`src/rtl/rv_pkg.sv`:
```
// Shared RV32I pipeline definitions: ALU op codes, branch condition codes,
// operand/writeback select encodings and forwarding source selects.
package rv_pkg;

    localparam int XLEN_DEF = 32;

    // ALU operation, encoded as {funct7[5], funct3}
    typedef enum logic [3:0] {
        ALU_ADD  = 4'b0000,
        ALU_SUB  = 4'b1000,
        ALU_SLL  = 4'b0001,
        ALU_SLT  = 4'b0010,
        ALU_SLTU = 4'b0011,
        ALU_XOR  = 4'b0100,
        ALU_SRL  = 4'b0101,
        ALU_SRA  = 4'b1101,
        ALU_OR   = 4'b0110,
        ALU_AND  = 4'b0111,
        ALU_NOP  = 4'b1111
    } alu_op_e;

    // Conditional branch funct3 codes
    typedef enum logic [2:0] {
        BR_BEQ  = 3'b000,
        BR_BNE  = 3'b001,
        BR_BLT  = 3'b100,
        BR_BGE  = 3'b101,
        BR_BLTU = 3'b110,
        BR_BGEU = 3'b111
    } br_funct3_e;

    // Operand and writeback source selects
    localparam logic OP1FromRS1 = 1'b0;
    localparam logic OP1FromPC  = 1'b1;
    localparam logic OP2FromRS2 = 1'b0;
    localparam logic OP2FromIMM = 1'b1;
    localparam logic WbRd       = 1'b0;
    localparam logic WbPC       = 1'b1;

    // Where an EX source operand comes from
    typedef enum logic [1:0] {
        EXFromID    = 2'd0,
        EXFwFromMEM = 2'd1,
        EXFwFromWB  = 2'd2
    } fwd_sel_e;

    // Pick the forwarding source for one register operand. x0 never
    // forwards; the younger MEM result wins over WB.
    function automatic fwd_sel_e fwd_select(logic [4:0] src_idx,
                                            logic [4:0] mem_idx,
                                            logic [4:0] wb_idx);
        fwd_sel_e sel;
        sel = EXFromID;
        if (src_idx != 5'd0 && src_idx == mem_idx)
            sel = EXFwFromMEM;
        else if (src_idx != 5'd0 && src_idx == wb_idx)
            sel = EXFwFromWB;
        return sel;
    endfunction

endpackage

```
`src/rtl/stage_ex_if.sv`:
```
// ID/EX bundle, forwarding inputs, redirect and EX/MEM outputs of the
// execute stage. 'slave' is the stage side, 'master' the surrounding pipe.
interface stage_ex_if #(parameter int XLEN = 32);

    // pipeline control
    logic            stall;
    logic            clear;
    // decoded ID/EX bundle
    logic [3:0]      alu_op;
    logic [2:0]      funct3;
    logic            br_en;
    logic            is_jalr;
    logic            op1_ctrl;
    logic            op2_ctrl;
    logic            wb_sel;
    logic [XLEN-1:0] imm;
    logic [XLEN-1:0] rs1;
    logic [XLEN-1:0] rs2;
    logic [XLEN-1:0] pc;
    logic [XLEN-1:0] pc4;
    logic [4:0]      rs1_idx;
    logic [4:0]      rs2_idx;
    logic [4:0]      rd_idx;
    logic            mem_rd;
    logic            mem_wr;
    // forwarding
    logic [4:0]      rd_idx_fromMEM;
    logic [4:0]      rd_idx_fromWB;
    logic [XLEN-1:0] alu_out_fromMEM;
    logic [XLEN-1:0] wb_data_fromWB;
    // redirect
    logic            br_taken;
    logic [XLEN-1:0] br_target;
    // EX/MEM register
    logic [XLEN-1:0] alu_out_toMEM;
    logic [XLEN-1:0] rs2_toMEM;
    logic [4:0]      rd_idx_toMEM;
    logic [2:0]      funct3_toMEM;
    logic            mem_rd_toMEM;
    logic            mem_wr_toMEM;

    modport slave (
        input  stall, clear, alu_op, funct3, br_en, is_jalr, op1_ctrl,
               op2_ctrl, wb_sel, imm, rs1, rs2, pc, pc4, rs1_idx, rs2_idx,
               rd_idx, mem_rd, mem_wr, rd_idx_fromMEM, rd_idx_fromWB,
               alu_out_fromMEM, wb_data_fromWB,
        output br_taken, br_target, alu_out_toMEM, rs2_toMEM, rd_idx_toMEM,
               funct3_toMEM, mem_rd_toMEM, mem_wr_toMEM
    );

    modport master (
        output stall, clear, alu_op, funct3, br_en, is_jalr, op1_ctrl,
               op2_ctrl, wb_sel, imm, rs1, rs2, pc, pc4, rs1_idx, rs2_idx,
               rd_idx, mem_rd, mem_wr, rd_idx_fromMEM, rd_idx_fromWB,
               alu_out_fromMEM, wb_data_fromWB,
        input  br_taken, br_target, alu_out_toMEM, rs2_toMEM, rd_idx_toMEM,
               funct3_toMEM, mem_rd_toMEM, mem_wr_toMEM
    );

endinterface

```
`src/rtl/stage_ex_alu.sv`:
```
// Combinational RV32I ALU. With an immediate second operand the funct7[5]
// bit is part of the immediate, so 1000 means ADDI, except for SRAI where
// that bit genuinely selects the arithmetic shift.
module alu
    import rv_pkg::*;
#(
    parameter int XLEN = 32
) (
    input  logic [XLEN-1:0] op1_i,
    input  logic [XLEN-1:0] op2_i,
    input  logic [3:0]      alu_op_i,
    input  logic            op2_is_imm_i,
    output logic [XLEN-1:0] result_o
);

    logic [4:0] shamt;
    logic       lt_s;
    logic       lt_u;

    assign shamt = op2_i[4:0];
    assign lt_s  = $signed(op1_i) < $signed(op2_i);
    assign lt_u  = op1_i < op2_i;

    // operation decode; unknown codes and NOP produce zero
    always_comb begin
        result_o = '0;
        case (alu_op_i)
            ALU_ADD:  result_o = op1_i + op2_i;
            ALU_SUB:  result_o = op2_is_imm_i ? (op1_i + op2_i) : (op1_i - op2_i);
            ALU_SLL:  result_o = op1_i << shamt;
            ALU_SLT:  result_o = {{(XLEN-1){1'b0}}, lt_s};
            ALU_SLTU: result_o = {{(XLEN-1){1'b0}}, lt_u};
            ALU_XOR:  result_o = op1_i ^ op2_i;
            ALU_SRL:  result_o = op1_i >> shamt;
            ALU_SRA:  result_o = $unsigned($signed(op1_i) >>> shamt);
            ALU_OR:   result_o = op1_i | op2_i;
            ALU_AND:  result_o = op1_i & op2_i;
            default:  result_o = '0;
        endcase
    end

endmodule

```
`src/rtl/stage_ex.sv`:
```
// Execute stage: operand forwarding, ALU, branch resolution with PC
// redirect, and the EX/MEM pipeline register.
// Build option: define STAGE_EX_FWD_EN to enable MEM/WB forwarding; without
// it the operands are always the ID/EX values and the forwarding ports are
// ignored (the hazard unit then stalls on every RAW dependency).
module stage_ex
    import rv_pkg::*;
#(
    parameter int XLEN = 32
) (
    input  logic       clk,
    input  logic       rst,
    stage_ex_if.slave  bus
);

    fwd_sel_e        rs1_sel;
    fwd_sel_e        rs2_sel;
    logic [XLEN-1:0] fwd_rs1;
    logic [XLEN-1:0] fwd_rs2;
    logic [XLEN-1:0] op1;
    logic [XLEN-1:0] op2;
    logic [XLEN-1:0] alu_result;
    logic [XLEN-1:0] sum;
    logic            cond;
    logic            jump;
    logic            cond_br;

    logic [XLEN-1:0] alu_out_d, alu_out_q;
    logic [XLEN-1:0] rs2_d,     rs2_q;
    logic [4:0]      rd_idx_d,  rd_idx_q;
    logic [2:0]      funct3_d,  funct3_q;
    logic            mem_rd_d,  mem_rd_q;
    logic            mem_wr_d,  mem_wr_q;

`ifdef STAGE_EX_FWD_EN
    // forwarding source select per operand
    always_comb begin
        rs1_sel = fwd_select(bus.rs1_idx, bus.rd_idx_fromMEM, bus.rd_idx_fromWB);
        rs2_sel = fwd_select(bus.rs2_idx, bus.rd_idx_fromMEM, bus.rd_idx_fromWB);
    end
`else
    // forwarding disabled: operands always come from ID/EX
    always_comb begin
        rs1_sel = EXFromID;
        rs2_sel = EXFromID;
    end

    // forwarding ports are kept on the interface but have no function here
    logic unused_fwd;
    assign unused_fwd = ^{bus.rs1_idx, bus.rs2_idx, bus.rd_idx_fromMEM,
                          bus.rd_idx_fromWB, bus.alu_out_fromMEM,
                          bus.wb_data_fromWB};
`endif

    // forwarding muxes
    always_comb begin
        fwd_rs1 = bus.rs1;
        fwd_rs2 = bus.rs2;
        case (rs1_sel)
            EXFwFromMEM: fwd_rs1 = bus.alu_out_fromMEM;
            EXFwFromWB:  fwd_rs1 = bus.wb_data_fromWB;
            default:     fwd_rs1 = bus.rs1;
        endcase
        case (rs2_sel)
            EXFwFromMEM: fwd_rs2 = bus.alu_out_fromMEM;
            EXFwFromWB:  fwd_rs2 = bus.wb_data_fromWB;
            default:     fwd_rs2 = bus.rs2;
        endcase
    end

    assign op1 = (bus.op1_ctrl == OP1FromPC)  ? bus.pc  : fwd_rs1;
    assign op2 = (bus.op2_ctrl == OP2FromIMM) ? bus.imm : fwd_rs2;

    alu #(.XLEN(XLEN)) u_alu (
        .op1_i        (op1),
        .op2_i        (op2),
        .alu_op_i     (bus.alu_op),
        .op2_is_imm_i (bus.op2_ctrl == OP2FromIMM),
        .result_o     (alu_result)
    );

    // Target adder is independent of alu_op so a branch target is always
    // op1+op2 (pc+imm, or rs1+imm for JALR).
    assign sum = op1 + op2;

    // branch comparator on the forwarded register values
    always_comb begin
        cond = 1'b0;
        case (bus.funct3)
            BR_BEQ:  cond = (fwd_rs1 == fwd_rs2);
            BR_BNE:  cond = (fwd_rs1 != fwd_rs2);
            BR_BLT:  cond = ($signed(fwd_rs1) <  $signed(fwd_rs2));
            BR_BGE:  cond = ($signed(fwd_rs1) >= $signed(fwd_rs2));
            BR_BLTU: cond = (fwd_rs1 <  fwd_rs2);
            BR_BGEU: cond = (fwd_rs1 >= fwd_rs2);
            default: cond = 1'b0;
        endcase
    end

    // JAL and JALR are the control transfers that write a link value, so a
    // link writeback marks an unconditional jump.
    assign jump    = bus.is_jalr | (bus.wb_sel == WbPC);
    assign cond_br = bus.br_en & ~jump;

    assign bus.br_taken  = bus.br_en & (jump | cond) & ~bus.stall & ~rst;
    assign bus.br_target = rst ? '0 : {sum[XLEN-1:1], sum[0] & ~bus.is_jalr};

    // EX/MEM next state: stall holds (also over clear), clear loads a bubble
    always_comb begin
        alu_out_d = alu_out_q;
        rs2_d     = rs2_q;
        rd_idx_d  = rd_idx_q;
        funct3_d  = funct3_q;
        mem_rd_d  = mem_rd_q;
        mem_wr_d  = mem_wr_q;
        if (!bus.stall) begin
            if (bus.clear) begin
                alu_out_d = '0;
                rs2_d     = '0;
                rd_idx_d  = 5'd0;
                funct3_d  = 3'd0;
                mem_rd_d  = 1'b0;
                mem_wr_d  = 1'b0;
            end else begin
                alu_out_d = (bus.wb_sel == WbPC) ? bus.pc4 : alu_result;
                rs2_d     = fwd_rs2;
                funct3_d  = bus.funct3;
                // a conditional branch leaves a write-free entry behind
                rd_idx_d  = cond_br ? 5'd0 : bus.rd_idx;
                mem_rd_d  = cond_br ? 1'b0 : bus.mem_rd;
                mem_wr_d  = cond_br ? 1'b0 : bus.mem_wr;
            end
        end
    end

    // EX/MEM register with synchronous reset
    always_ff @(posedge clk) begin
        if (rst) begin
            alu_out_q <= '0;
            rs2_q     <= '0;
            rd_idx_q  <= 5'd0;
            funct3_q  <= 3'd0;
            mem_rd_q  <= 1'b0;
            mem_wr_q  <= 1'b0;
        end else begin
            alu_out_q <= alu_out_d;
            rs2_q     <= rs2_d;
            rd_idx_q  <= rd_idx_d;
            funct3_q  <= funct3_d;
            mem_rd_q  <= mem_rd_d;
            mem_wr_q  <= mem_wr_d;
        end
    end

    assign bus.alu_out_toMEM = alu_out_q;
    assign bus.rs2_toMEM     = rs2_q;
    assign bus.rd_idx_toMEM  = rd_idx_q;
    assign bus.funct3_toMEM  = funct3_q;
    assign bus.mem_rd_toMEM  = mem_rd_q;
    assign bus.mem_wr_toMEM  = mem_wr_q;

endmodule

```
`src/flat_wrapper.sv`:
```
// flat-port wrapper written by rule: the top's interface ports become plain ports
module stage_ex_flat import rv_pkg::*;
#(
    parameter int XLEN = 32
)
  (clk, rst, bus_stall, bus_clear, bus_alu_op, bus_funct3, bus_br_en, bus_is_jalr, bus_op1_ctrl, bus_op2_ctrl, bus_wb_sel, bus_imm, bus_rs1, bus_rs2, bus_pc, bus_pc4, bus_rs1_idx, bus_rs2_idx, bus_rd_idx, bus_mem_rd, bus_mem_wr, bus_rd_idx_fromMEM, bus_rd_idx_fromWB, bus_alu_out_fromMEM, bus_wb_data_fromWB, bus_br_taken, bus_br_target, bus_alu_out_toMEM, bus_rs2_toMEM, bus_rd_idx_toMEM, bus_funct3_toMEM, bus_mem_rd_toMEM, bus_mem_wr_toMEM);
  stage_ex_if #(.XLEN(XLEN)) bus_i ();
  input  logic clk;
  input  logic rst;
  input wire logic [$bits(bus_i.stall)-1:0] bus_stall;
  input wire logic [$bits(bus_i.clear)-1:0] bus_clear;
  input wire logic [$bits(bus_i.alu_op)-1:0] bus_alu_op;
  input wire logic [$bits(bus_i.funct3)-1:0] bus_funct3;
  input wire logic [$bits(bus_i.br_en)-1:0] bus_br_en;
  input wire logic [$bits(bus_i.is_jalr)-1:0] bus_is_jalr;
  input wire logic [$bits(bus_i.op1_ctrl)-1:0] bus_op1_ctrl;
  input wire logic [$bits(bus_i.op2_ctrl)-1:0] bus_op2_ctrl;
  input wire logic [$bits(bus_i.wb_sel)-1:0] bus_wb_sel;
  input wire logic [$bits(bus_i.imm)-1:0] bus_imm;
  input wire logic [$bits(bus_i.rs1)-1:0] bus_rs1;
  input wire logic [$bits(bus_i.rs2)-1:0] bus_rs2;
  input wire logic [$bits(bus_i.pc)-1:0] bus_pc;
  input wire logic [$bits(bus_i.pc4)-1:0] bus_pc4;
  input wire logic [$bits(bus_i.rs1_idx)-1:0] bus_rs1_idx;
  input wire logic [$bits(bus_i.rs2_idx)-1:0] bus_rs2_idx;
  input wire logic [$bits(bus_i.rd_idx)-1:0] bus_rd_idx;
  input wire logic [$bits(bus_i.mem_rd)-1:0] bus_mem_rd;
  input wire logic [$bits(bus_i.mem_wr)-1:0] bus_mem_wr;
  input wire logic [$bits(bus_i.rd_idx_fromMEM)-1:0] bus_rd_idx_fromMEM;
  input wire logic [$bits(bus_i.rd_idx_fromWB)-1:0] bus_rd_idx_fromWB;
  input wire logic [$bits(bus_i.alu_out_fromMEM)-1:0] bus_alu_out_fromMEM;
  input wire logic [$bits(bus_i.wb_data_fromWB)-1:0] bus_wb_data_fromWB;
  output wire logic [$bits(bus_i.br_taken)-1:0] bus_br_taken;
  output wire logic [$bits(bus_i.br_target)-1:0] bus_br_target;
  output wire logic [$bits(bus_i.alu_out_toMEM)-1:0] bus_alu_out_toMEM;
  output wire logic [$bits(bus_i.rs2_toMEM)-1:0] bus_rs2_toMEM;
  output wire logic [$bits(bus_i.rd_idx_toMEM)-1:0] bus_rd_idx_toMEM;
  output wire logic [$bits(bus_i.funct3_toMEM)-1:0] bus_funct3_toMEM;
  output wire logic [$bits(bus_i.mem_rd_toMEM)-1:0] bus_mem_rd_toMEM;
  output wire logic [$bits(bus_i.mem_wr_toMEM)-1:0] bus_mem_wr_toMEM;
  assign bus_i.stall = bus_stall;
  assign bus_i.clear = bus_clear;
  assign bus_i.alu_op = bus_alu_op;
  assign bus_i.funct3 = bus_funct3;
  assign bus_i.br_en = bus_br_en;
  assign bus_i.is_jalr = bus_is_jalr;
  assign bus_i.op1_ctrl = bus_op1_ctrl;
  assign bus_i.op2_ctrl = bus_op2_ctrl;
  assign bus_i.wb_sel = bus_wb_sel;
  assign bus_i.imm = bus_imm;
  assign bus_i.rs1 = bus_rs1;
  assign bus_i.rs2 = bus_rs2;
  assign bus_i.pc = bus_pc;
  assign bus_i.pc4 = bus_pc4;
  assign bus_i.rs1_idx = bus_rs1_idx;
  assign bus_i.rs2_idx = bus_rs2_idx;
  assign bus_i.rd_idx = bus_rd_idx;
  assign bus_i.mem_rd = bus_mem_rd;
  assign bus_i.mem_wr = bus_mem_wr;
  assign bus_i.rd_idx_fromMEM = bus_rd_idx_fromMEM;
  assign bus_i.rd_idx_fromWB = bus_rd_idx_fromWB;
  assign bus_i.alu_out_fromMEM = bus_alu_out_fromMEM;
  assign bus_i.wb_data_fromWB = bus_wb_data_fromWB;
  assign bus_br_taken = bus_i.br_taken;
  assign bus_br_target = bus_i.br_target;
  assign bus_alu_out_toMEM = bus_i.alu_out_toMEM;
  assign bus_rs2_toMEM = bus_i.rs2_toMEM;
  assign bus_rd_idx_toMEM = bus_i.rd_idx_toMEM;
  assign bus_funct3_toMEM = bus_i.funct3_toMEM;
  assign bus_mem_rd_toMEM = bus_i.mem_rd_toMEM;
  assign bus_mem_wr_toMEM = bus_i.mem_wr_toMEM;
  stage_ex #(.XLEN(XLEN)) u_core (.clk(clk), .rst(rst), .bus(bus_i));
endmodule
```
`config.mk`:
```
export PLATFORM = sky130hd
export DESIGN_NAME = stage_ex_flat
export DESIGN_NICKNAME = d
export VERILOG_FILES = /design/src/rtl/rv_pkg.sv /design/src/rtl/stage_ex_if.sv /design/src/rtl/stage_ex_alu.sv /design/src/rtl/stage_ex.sv /design/src/flat_wrapper.sv
export SDC_FILE = /design/constraint.sdc
export NUM_CORES = 1
export LEC_CHECK = 0
export CAP_MARGIN = 20
export CORE_ASPECT_RATIO = 1.2
export CORE_MARGIN = 1
export CORE_UTILIZATION = 35
export CTS_CLUSTER_DIAMETER = 50
export DETAILED_ROUTE_END_ITERATION = 16
export SLEW_MARGIN = 40
export SYNTH_ARGS = -nofsm -noshare
export SYNTH_HDL_FRONTEND = slang
export SYNTH_SLANG_ARGS = --single-unit
```
`constraint.sdc`:
```
create_clock -name clk -period 8.9 [get_ports clk]
set_input_delay 1.78 -clock clk [delete_from_list [all_inputs] [get_ports clk]]
set_output_delay 1.78 -clock clk [all_outputs]
set_load 0.01 [all_outputs]
```
==> results_dict.tcl <==
set metrics [dict create \
    status "completed" \
    maxSlewHeadroom_pct 40.7 \
    path_buf_inv 3 \
    clockRootBuffer "clkbuf_16" \
    io_buffers 289 \
    num-fill-cells 3910 \
    synthFlopType "dfxtp_1" \
    first_global_vias 15101 \
    tns_ps 0 \
    fmax_ghz 0.119 \
    worst_path_max_delay_cell "fa_1" \
    vias 15667 \
    critPathTopFamily "compound AO/OA/AOI/OAI gates" \
    gp_congestion 1.00 \
    ant_nets 0 \
    wl_per_cell_um 26.2 \
    clock_skew_ps 0 \
    cts_resized 0 \
    syn_nets 2321 \
    hp-start "u_core.bus.alu_out_toMEM[6]" \
    routed_wl_mm 68.3 \
    worstPathMaxFanout 6 \
    grt_max_degree 69 \
    slew_viol_final 0 \
    clk_latency_ps 380 \
    yosysUniqueCellTypes 87 \
    io_pins 374 \
    setup_viol 0 \
    cap_violations 0 \
    cts_setup_buffers 0 \
    rows 77 \
    clock-sinks 74 \
    yosys_warnings 0 \
    detail_route.vias_per_cell 6.02 \
    p_per_area_nw_per_um2 119 \
    tritoncts "done" \
    antenna_found_initial 2 \
    hold_violations 0 \
    end_kind "output port" \
    netlist_instances 1923 \
    cts_buffer_depth 2 \
    initial_core_util_pct 35.5 \
    yosysSeqAreaShare_pct 11.3 \
    layout.nets 2522 \
    fp.dieH_um 214 \
    crit_start "bus_rs2[0]" \
    layout.area.seq_um2 1480 \
    dr.pass1.iters 6 \
    drt-initial-drc-count 1281 \
    post-route-min-period_ps 8400 \
    cts.clk_slew.worst_paths_ps 70 \
    crit_path_max_incr_delay_ps 550 \
    hold_path_class "reg2reg" \
    grt-ovfl-total 0 \
    multi_input_area_um2 10500 \
    ys_async_sr_fraction_pct 0 \
    path_cells "clkdlybuf4s50_1, mux2i_4, inv_4, ha_1, fa_1, a211oi_1, o21ai_0, a21oi_2, o31ai_2, a311o_1, a21oi_1, o211ai_1, xor2_1, nor2b_1, clkdlybuf4s50_1" \
    synth-edff-count 0 \
    area_growth_syn_to_layout_pct 27.2 \
    rsz0062_at_grt "no" \
    syn_area_um2 13100 \
    numCtsBuffers 9 \
    critical_path_class "in2out" \
    critical_path_required_ps 7120 \
    min_period_over_period_pct 94.4 \
    htree_num_levels 3 \
    dp_hpwl_mm 53.9 \
    drive_above_1_share_pct 5.87 \
    cp.arrival_ps 6620 \
    p_leak_nw 7.03 \
    core_um2 36800 \
    die-area_um2 38100 \
    worstSetupStartpointType "primary input" \
    syn_area_per_cell_um2 6.80 \
    track_usage_pct 35.6 \
    cts_hold_buf 0 \
    peakVddDrop_uv 105 \
    utilization_pct 45.2 \
    drc 0 \
    ys_ff_latch 74 \
    dieWidth_um 178 \
    grt_pass1_wl_mm 98.5 \
    reg2reg_from "u_core.bus.alu_out_toMEM[18]" \
    worst_slew_pin_slew_ps 872 \
    crit_top_cell "clkdlybuf4s50_1" \
]
-- area by class of cell --
| cell class | instances | area share (%) |
|---|---|---|
| Clock buffer | 10 | 1.44 |
| Clock inverter | 6 | 0.444 |
| Tap cell | 474 | 3.57 |
| Timing Repair Buffer | 333 | 19.4 |
| Antenna cell | 1 | 0.0151 |
| Multi-Input combinational cell | 1578 | 63.3 |
| Sequential cell | 74 | 8.91 |
| Inverter | 128 | 2.91 |
-- worst paths after layout --
check                            endpoint  slack (ps)  cells after the start
min reg2reg   u_core.bus.alu_out_toMEM[6]         490                      2
max reg2reg  u_core.bus.alu_out_toMEM[18]        7030                      5
max                     bus_br_target[30]         500                     15
min           u_core.bus.alu_out_toMEM[6]         490                      2
-- power breakdown --
group	internal, mW	switching (mW)	total (mW)
clock network	0.228	0.194	0.422
logic	0.466	0.745	1.21
registers	0.343	0.00668	0.350
total	1.04	0.945	1.98
-- worst reg2reg max path, stage by stage (launching register included) --
cell      delay, ps
dfxtp_1         320
a22oi_1         350
nand4_1         250
a41oi_1         220
o311ai_0        300
a21o_1          310
-- per-stage QoR --
stage	cell area, um2	hold WS (ps)	std cells	power [mW]	setup slack [ps]
after detailed placement	16300	477	2586	1.54	607
after global routing	16600	510	2603	2.09	374
after CTS	16600	493	2602	1.97	556
after global placement	16300	463	2586	1.54	599
after floorplan	13100	511	1923	1.08	1710
final	16600	486	2604	1.98	497
-- state kept, by name (all words and copies together), names as in the netlist --
name                      count
u_core.bus.funct3_toMEM       3
u_core.bus.alu_out_toMEM     32
u_core.bus.mem_wr_toMEM       1
u_core.bus.rd_idx_toMEM       5
u_core.bus.rs2_toMEM         32
u_core.bus.mem_rd_toMEM       1
-- cells in the mapped netlist, types with 33 or more instances --
cell type / n / area (um2)
nor2_1: 236 / 886
nand2_1: 202 / 758
a21oi_1: 187 / 936
ha_1: 129 / 1610
mux2i_1: 122 / 1220
inv_1: 117 / 439
o21ai_0: 111 / 556
clkbuf_1: 92 / 345
dfxtp_1: 74 / 1480
nor3_1: 53 / 265
xnor2_1: 40 / 350
a21boi_0: 33 / 248
-- cells by family (layout without fill, tap and decap cells) --
logic type	after synthesis	after routing	synth area share, %
flops	74	74	11.3
buf+inv	271	477	8.41
simple gates	624	624	21.0
mux	141	141	11.1
compound gates	626	626	31.7
fa+ha+maj	131	131	12.7
other cells	0	1	0
xor+xnor	56	56	3.75
-- cells in the final DEF, fill, tap and decap left out, drive strengths merged, types with 19 or more instances in the layout --
cell type and n:
a21o 21, mux2i 127, inv 129, nor3 53, o21bai 19, a22oi 29, o21ai 120, a21oi 191
a221oi 29, o211ai 29, nor2 236, a21boi 37, clkdlybuf4s50 285, dfxtp 74, a31oi 22, nand4 20
a211oi 21, ha 129, buf 48, nand2 202, nand3 23, xnor2 40
-- routing by layer --
layer	global-route usage, %	share of wire (%)	wire [um]	vias up
met5	0	0.015	10	-
met4	24.3	6.8	4650	2
met3	6.19	7.5	5140	159
met2	58.8	47	31900	799
met1	41.8	39	26600	7390
li1	-	-	-	7317
(Power assumes the default switching activity.)
